## src/rtl/clock_seq_ctrl.sv

```systemverilog
// ============================================================================
// Module   : clock_seq_ctrl
// Brief    : HH:MM:SS digit-counter sequencer with time-set FSM and blinking.
// Revision : 1.0
// ============================================================================
`default_nettype none

module clock_seq_ctrl #(
    parameter int BLINK_DIV = 12_500_000
) (
    input  logic        clk,
    input  logic        clr,
    input  logic        tick,
    input  logic        btn_mode,
    input  logic        btn_inc,
    input  logic [23:0] digits,
    output logic [5:0]  cnt_en,
    output logic [5:0]  cnt_clr,
    output logic [1:0]  mode,
    output logic [5:0]  blank
);

    localparam int CNT_W = (BLINK_DIV > 1) ? $clog2(BLINK_DIV) : 1;
    localparam logic [CNT_W-1:0] c_cnt_last = CNT_W'(BLINK_DIV - 1);

    typedef enum logic [1:0] {
        ST_RUN     = 2'b00,
        ST_SET_HR  = 2'b01,
        ST_SET_MIN = 2'b10
    } state_t;

    state_t           state_q, state_d;
    logic [5:0]       cnt_en_q, cnt_en_d;
    logic [5:0]       cnt_clr_q, cnt_clr_d;
    logic [5:0]       blank_q, blank_d;
    logic [CNT_W-1:0] blink_cnt_q, blink_cnt_d;
    logic             phase_q, phase_d;
    logic             restart;

    logic [3:0] w_s0, w_s1, w_m0, w_m1, w_h0, w_h1;
    logic [1:0] w_sec_en, w_sec_clr, w_min_en, w_min_clr, w_hr_en, w_hr_clr;
    logic       w_sec_carry, w_min_carry, w_hr_wrap;

    assign {w_h1, w_h0, w_m1, w_m0, w_s1, w_s0} = digits;

    // Ones digit always steps; tens digit steps or clears when ones is at 9.
    assign w_sec_en    = {(w_s0 == 4'd9) && (w_s1 < 4'd5), 1'b1};
    assign w_sec_clr   = {(w_s0 == 4'd9) && (w_s1 >= 4'd5), 1'b0};
    assign w_min_en    = {(w_m0 == 4'd9) && (w_m1 < 4'd5), 1'b1};
    assign w_min_clr   = {(w_m0 == 4'd9) && (w_m1 >= 4'd5), 1'b0};
    assign w_sec_carry = (w_s0 == 4'd9) && (w_s1 >= 4'd5);
    assign w_min_carry = (w_m0 == 4'd9) && (w_m1 >= 4'd5);
    assign w_hr_wrap   = (w_h1 >= 4'd2) && (w_h0 >= 4'd3);
    assign w_hr_en     = w_hr_wrap ? 2'b00 : ((w_h0 == 4'd9) ? 2'b11 : 2'b01);
    assign w_hr_clr    = w_hr_wrap ? 2'b11 : 2'b00;

    always_comb begin
        state_d   = state_q;
        cnt_en_d  = '0;
        cnt_clr_d = '0;
        restart   = 1'b0;
        case (state_q)
            ST_RUN: begin
                if (tick) begin
                    cnt_en_d[1:0]  = w_sec_en;
                    cnt_clr_d[1:0] = w_sec_clr;
                    if (w_sec_carry) begin
                        cnt_en_d[3:2]  = w_min_en;
                        cnt_clr_d[3:2] = w_min_clr;
                        if (w_min_carry) begin
                            cnt_en_d[5:4]  = w_hr_en;
                            cnt_clr_d[5:4] = w_hr_clr;
                        end
                    end
                end
                if (btn_mode) begin
                    state_d = ST_SET_HR;
                    restart = 1'b1;
                end
            end
            ST_SET_HR: begin
                if (btn_mode) begin
                    state_d = ST_SET_MIN;
                    restart = 1'b1;
                end else if (btn_inc) begin
                    cnt_en_d[5:4]  = w_hr_en;
                    cnt_clr_d[5:4] = w_hr_clr;
                    restart        = 1'b1;
                end
            end
            ST_SET_MIN: begin
                if (btn_mode) begin
                    state_d        = ST_RUN;
                    cnt_clr_d[1:0] = 2'b11;
                    restart        = 1'b1;
                end else if (btn_inc) begin
                    cnt_en_d[3:2]  = w_min_en;
                    cnt_clr_d[3:2] = w_min_clr;
                    restart        = 1'b1;
                end
            end
            default: begin
                state_d = ST_RUN;
                restart = 1'b1;
            end
        endcase

        // Restarting the blink keeps the field visible while it is being stepped.
        blink_cnt_d = blink_cnt_q + CNT_W'(1);
        phase_d     = phase_q;
        if (restart) begin
            blink_cnt_d = '0;
            phase_d     = 1'b0;
        end else if (blink_cnt_q == c_cnt_last) begin
            blink_cnt_d = '0;
            phase_d     = ~phase_q;
        end

        blank_d = '0;
        if (state_d == ST_SET_HR) begin
            blank_d[5:4] = {2{phase_d}};
        end else if (state_d == ST_SET_MIN) begin
            blank_d[3:2] = {2{phase_d}};
        end
    end

    always_ff @(posedge clk) begin
        if (clr) begin
            state_q     <= ST_RUN;
            cnt_en_q    <= '0;
            cnt_clr_q   <= '0;
            blank_q     <= '0;
            blink_cnt_q <= '0;
            phase_q     <= 1'b0;
        end else begin
            state_q     <= state_d;
            cnt_en_q    <= cnt_en_d;
            cnt_clr_q   <= cnt_clr_d;
            blank_q     <= blank_d;
            blink_cnt_q <= blink_cnt_d;
            phase_q     <= phase_d;
        end
    end

    assign cnt_en  = cnt_en_q;
    assign cnt_clr = cnt_clr_q;
    assign blank   = blank_q;
    assign mode    = state_q;

endmodule

`default_nettype wire
```

## config.mk

```make
export PLATFORM = sky130hd
export DESIGN_NAME = clock_seq_ctrl
export DESIGN_NICKNAME = d
export VERILOG_FILES = /design/src/rtl/clock_seq_ctrl.sv
export SDC_FILE = /design/constraint.sdc
export NUM_CORES = 1
export LEC_CHECK = 0
export BUFFER_PORTS_ARGS = -buffer_cell sky130_fd_sc_hd__buf_2
export CORE_UTILIZATION = 35
export DETAILED_ROUTE_END_ITERATION = 16
export GPL_TIMING_DRIVEN = 0
export HOLD_SLACK_MARGIN = 0.15
export PLACE_DENSITY = 0.6
export SLEW_MARGIN = 20
export SYNTH_ARGS = -nofsm -noshare
export SYNTH_HDL_FRONTEND = slang
export SYNTH_SLANG_ARGS = --single-unit
```

## constraint.sdc

```tcl
create_clock -name clk -period 1.67 [get_ports clk]
set_input_delay 0.167 -clock clk [delete_from_list [all_inputs] [get_ports clk]]
set_output_delay 0.167 -clock clk [all_outputs]
set_load 0.005 [all_outputs]
```

==> out/metrics.cfg <==
[synthesis]
synth-simple-area-share_pct = 29.3
synth.mux.area_fraction_pct = 1.09
synthXorXnorAreaFrac_pct = 6.22
synth_top_area_share_pct = 42.6
synth_seq_cells = 39
synth_cells = 204
synth_area_um2 = 1830
yosys.area.top_type = dfxtp_1
synthAdderAreaFrac_pct = 3.42
avgSynthCellArea_um2 = 8.98
ys_types = 40
synth_top_family_by_area = simple AND/OR/NAND/NOR gates
synthArstFlopShare_pct = 0
synth-compound-area-share_pct = 11.7
ys_warn_count = 0
synthTopCellsByArea = dfxtp_1 (43%), xor2_1 (4.8%), a21oi_1 (3.8%), nor2_1 (3.7%), nand3_1 (3.6%)
synth_edf_count = 0
synth_ff_type = dfxtp_1
ys_seq_area_share_pct = 42.6

[setup_path]
rrSetupSlack_ps = 0.8
cp.required_ps = 1890
startpoint_type = flop
reg2reg_from = mode[1]$_SDFF_PP0_
r2r_end = blink_cnt_q[17]$_SDFF_PP0_
crit_start = mode[1]$_SDFF_PP0_
reg2regPathDepth = 7
worstSetupEndpoint = blink_cnt_q[17]$_SDFF_PP0_
arrival_ps = 1890
critPathKind = reg2reg
end_kind = flop
critPathMaxFanout = 5

[pwr]
total_power_w = 0.00220
irDropWorstVdd_v = 0.000573
p_leak_nw = 0.991
powerDensity_nw_per_um2 = 856

[die]
die_w_um = 74.3
die_h_um = 74.3
die-area_um2 = 5530
io-pin-count = 49
num_rows = 25
start_util_pct = 37.5
core_um2 = 4880

[finish]
layout-drive-gt1-share_pct = 36.3
final_nets = 306
final_area_um2 = 2570
fillers = 455
area_delta_synth_final_pct = 40.4
seqCellArea_um2 = 796
utilization_pct = 52.7
fin_cells = 340
multi_input_area_um2 = 1080
antenna_cells = 0

[cts]
root_buffer = clkbuf_8
numCtsBuffers = 5
clk_path_buf_depth = 2
tritoncts = done
clk_latency_ps = 290
clock-sinks = 39
cts_htree_levels = 2
clk_pin_slew_worst_paths_ps = 80

[job]
drv_cap = 0

[routing]
drc_errors = 0
wl_per_cell_um = 11.9
dr.pass1.iters = 4
antenna_left = 0
via_per_inst = 4.89
vias = 1664
wl_um = 4040
drt_iter0_markers = 98

[place]
portBuffers = 43
place_area_um2 = 2180
dp_cells = 316
gp_congestion = 0.760
dp_hpwl_um = 2750

[min_path]
hp-class = in2reg
holdPathStages = 3
hp-start = btn_mode

[timing]
setup_violations = 0
finalCritPeriodShare_pct = 100
hold_slack_ps = 177
finClkSkew_ps = 6.71
grt_setup_unrepaired = true
max_freq_mhz = 599
final_max_slew_viol_count = 0
finalCriticalPeriod_ps = 1670
final_hold_viol_count = 0

[global_routing]
antenna_found_initial = 0
grt_pass1_wl_um = 6700
grt_use_total_pct = 15.8
grt_max_degree = 14
grt_pass1_vias = 1555
grt_overflow_total = 0

[status]
status = completed

repair_timing:
action	CTS	global route
hold endpoints to repair	4	0
buffers inserted	4	5
endpoints found under the setup margin	24	28
pin swaps	2	8
gates resized for setup	13	22
gates cloned	1	0
hold buffers	6	0
layout make-up:
class	count	area share (%)
buffer	12	3.84
inverter	5	0.827
multi-input combinational	150	42.0
clock buffer	5	2.68
timing repair buffer	59	13.8
sequential	39	30.9
tap	67	3.26
clock inverter	3	2.63
kinds of logic after synthesis:
group,after synthesis
DFF,39
other,1
xor gates and xnor gates,13
AOI/OAI and AO/OA,34
muxes,2
and+or+nand+nor,93
buffers and inverters,17
adders and majority gates,5
report_power, final:
group | switching (W) | internal [W] | leakage (nW)
Combinational | 0.000148 | 0.000155 | 0.609
Sequential | 0.0000139 | 0.000949 | 0.318
Clock | 0.000340 | 0.000596 | 0.0644
cell usage after synthesis (all sizes together) (4+ instances only):
library cell / n
a21oi: 14
and3: 4
and4: 4
buf: 11
dfxtp: 39
ha: 5
inv: 5
nand2: 12
nand3: 15
nand4: 8
nor2: 18
nor2b: 4
nor3: 4
nor4: 6
o21ai: 4
o31ai: 6
or3: 4
or4: 6
xor2: 10
per-layer routing:
layer  up-vias  GRT usage [%]  routed length [um]
met4         0           5.66                  48
met2        24           25.9                1850
met3         5           3.66                 146
met1       760           20.4                1990
li1        875              -                   -
met5         -              0                   0
stage by stage:
stage | setup TNS (ps) | worst slack (ps)
detailed placement | -2200 | -185
finish | 0 | 0.776
global placement | -2250 | -174
CTS | 0 | 1.36
floorplan | 0 | 6.78
global route | -656 | -61.2
worst min path at each step:
stage	to
3_5_place_dp	cnt_en[0]$_SDFF_PP0_
2_1_floorplan	cnt_clr[0]$_SDFF_PP0_
6_report	cnt_clr[0]$_SDFF_PP0_
3_3_place_gp	cnt_en[1]$_SDFF_PP0_
5_1_grt	cnt_clr[0]$_SDFF_PP0_
4_1_cts	cnt_clr[0]$_SDFF_PP0_
sequential cells by signal, indices dropped and copies added (netlist names):
| name | cells |
|---|---|
| blank | 2 |
| blink_cnt_q | 24 |
| cnt_clr | 4 |
| cnt_en | 6 |
| mode | 2 |
| phase_q | 1 |
layout by cell type, fill, tap and decap left out, drive strengths merged, types with 2 or more instances in the layout:
cell type / n
bufinv: 2
nand4bb: 2
nor4: 6
nor3: 4
buf: 64
dlygate4sd3: 6
clkbuf: 6
and4: 4
a211o: 2
nor2b: 4
a211oi: 2
o21bai: 2
dfxtp: 39
o31ai: 6
a21oi: 14
ha: 5
nand3: 15
conb: 3
o21ai: 4
and3: 4
nor2: 18
xor2: 10
mux2i: 2
nand2: 12
and2: 3
inv: 5
nand4: 8
or4: 6
or3: 4
xnor2: 3
worst max-delay path, stage by stage, from the launching register on:
cell and delay (ps):
dfxtp_4 370, inv_4 40, ha_4 220, or2_1 220, a211o_1 280, o21bai_4 210
buf_6 150, a21oi_1 100
Power figures use the tool's default switching activity.
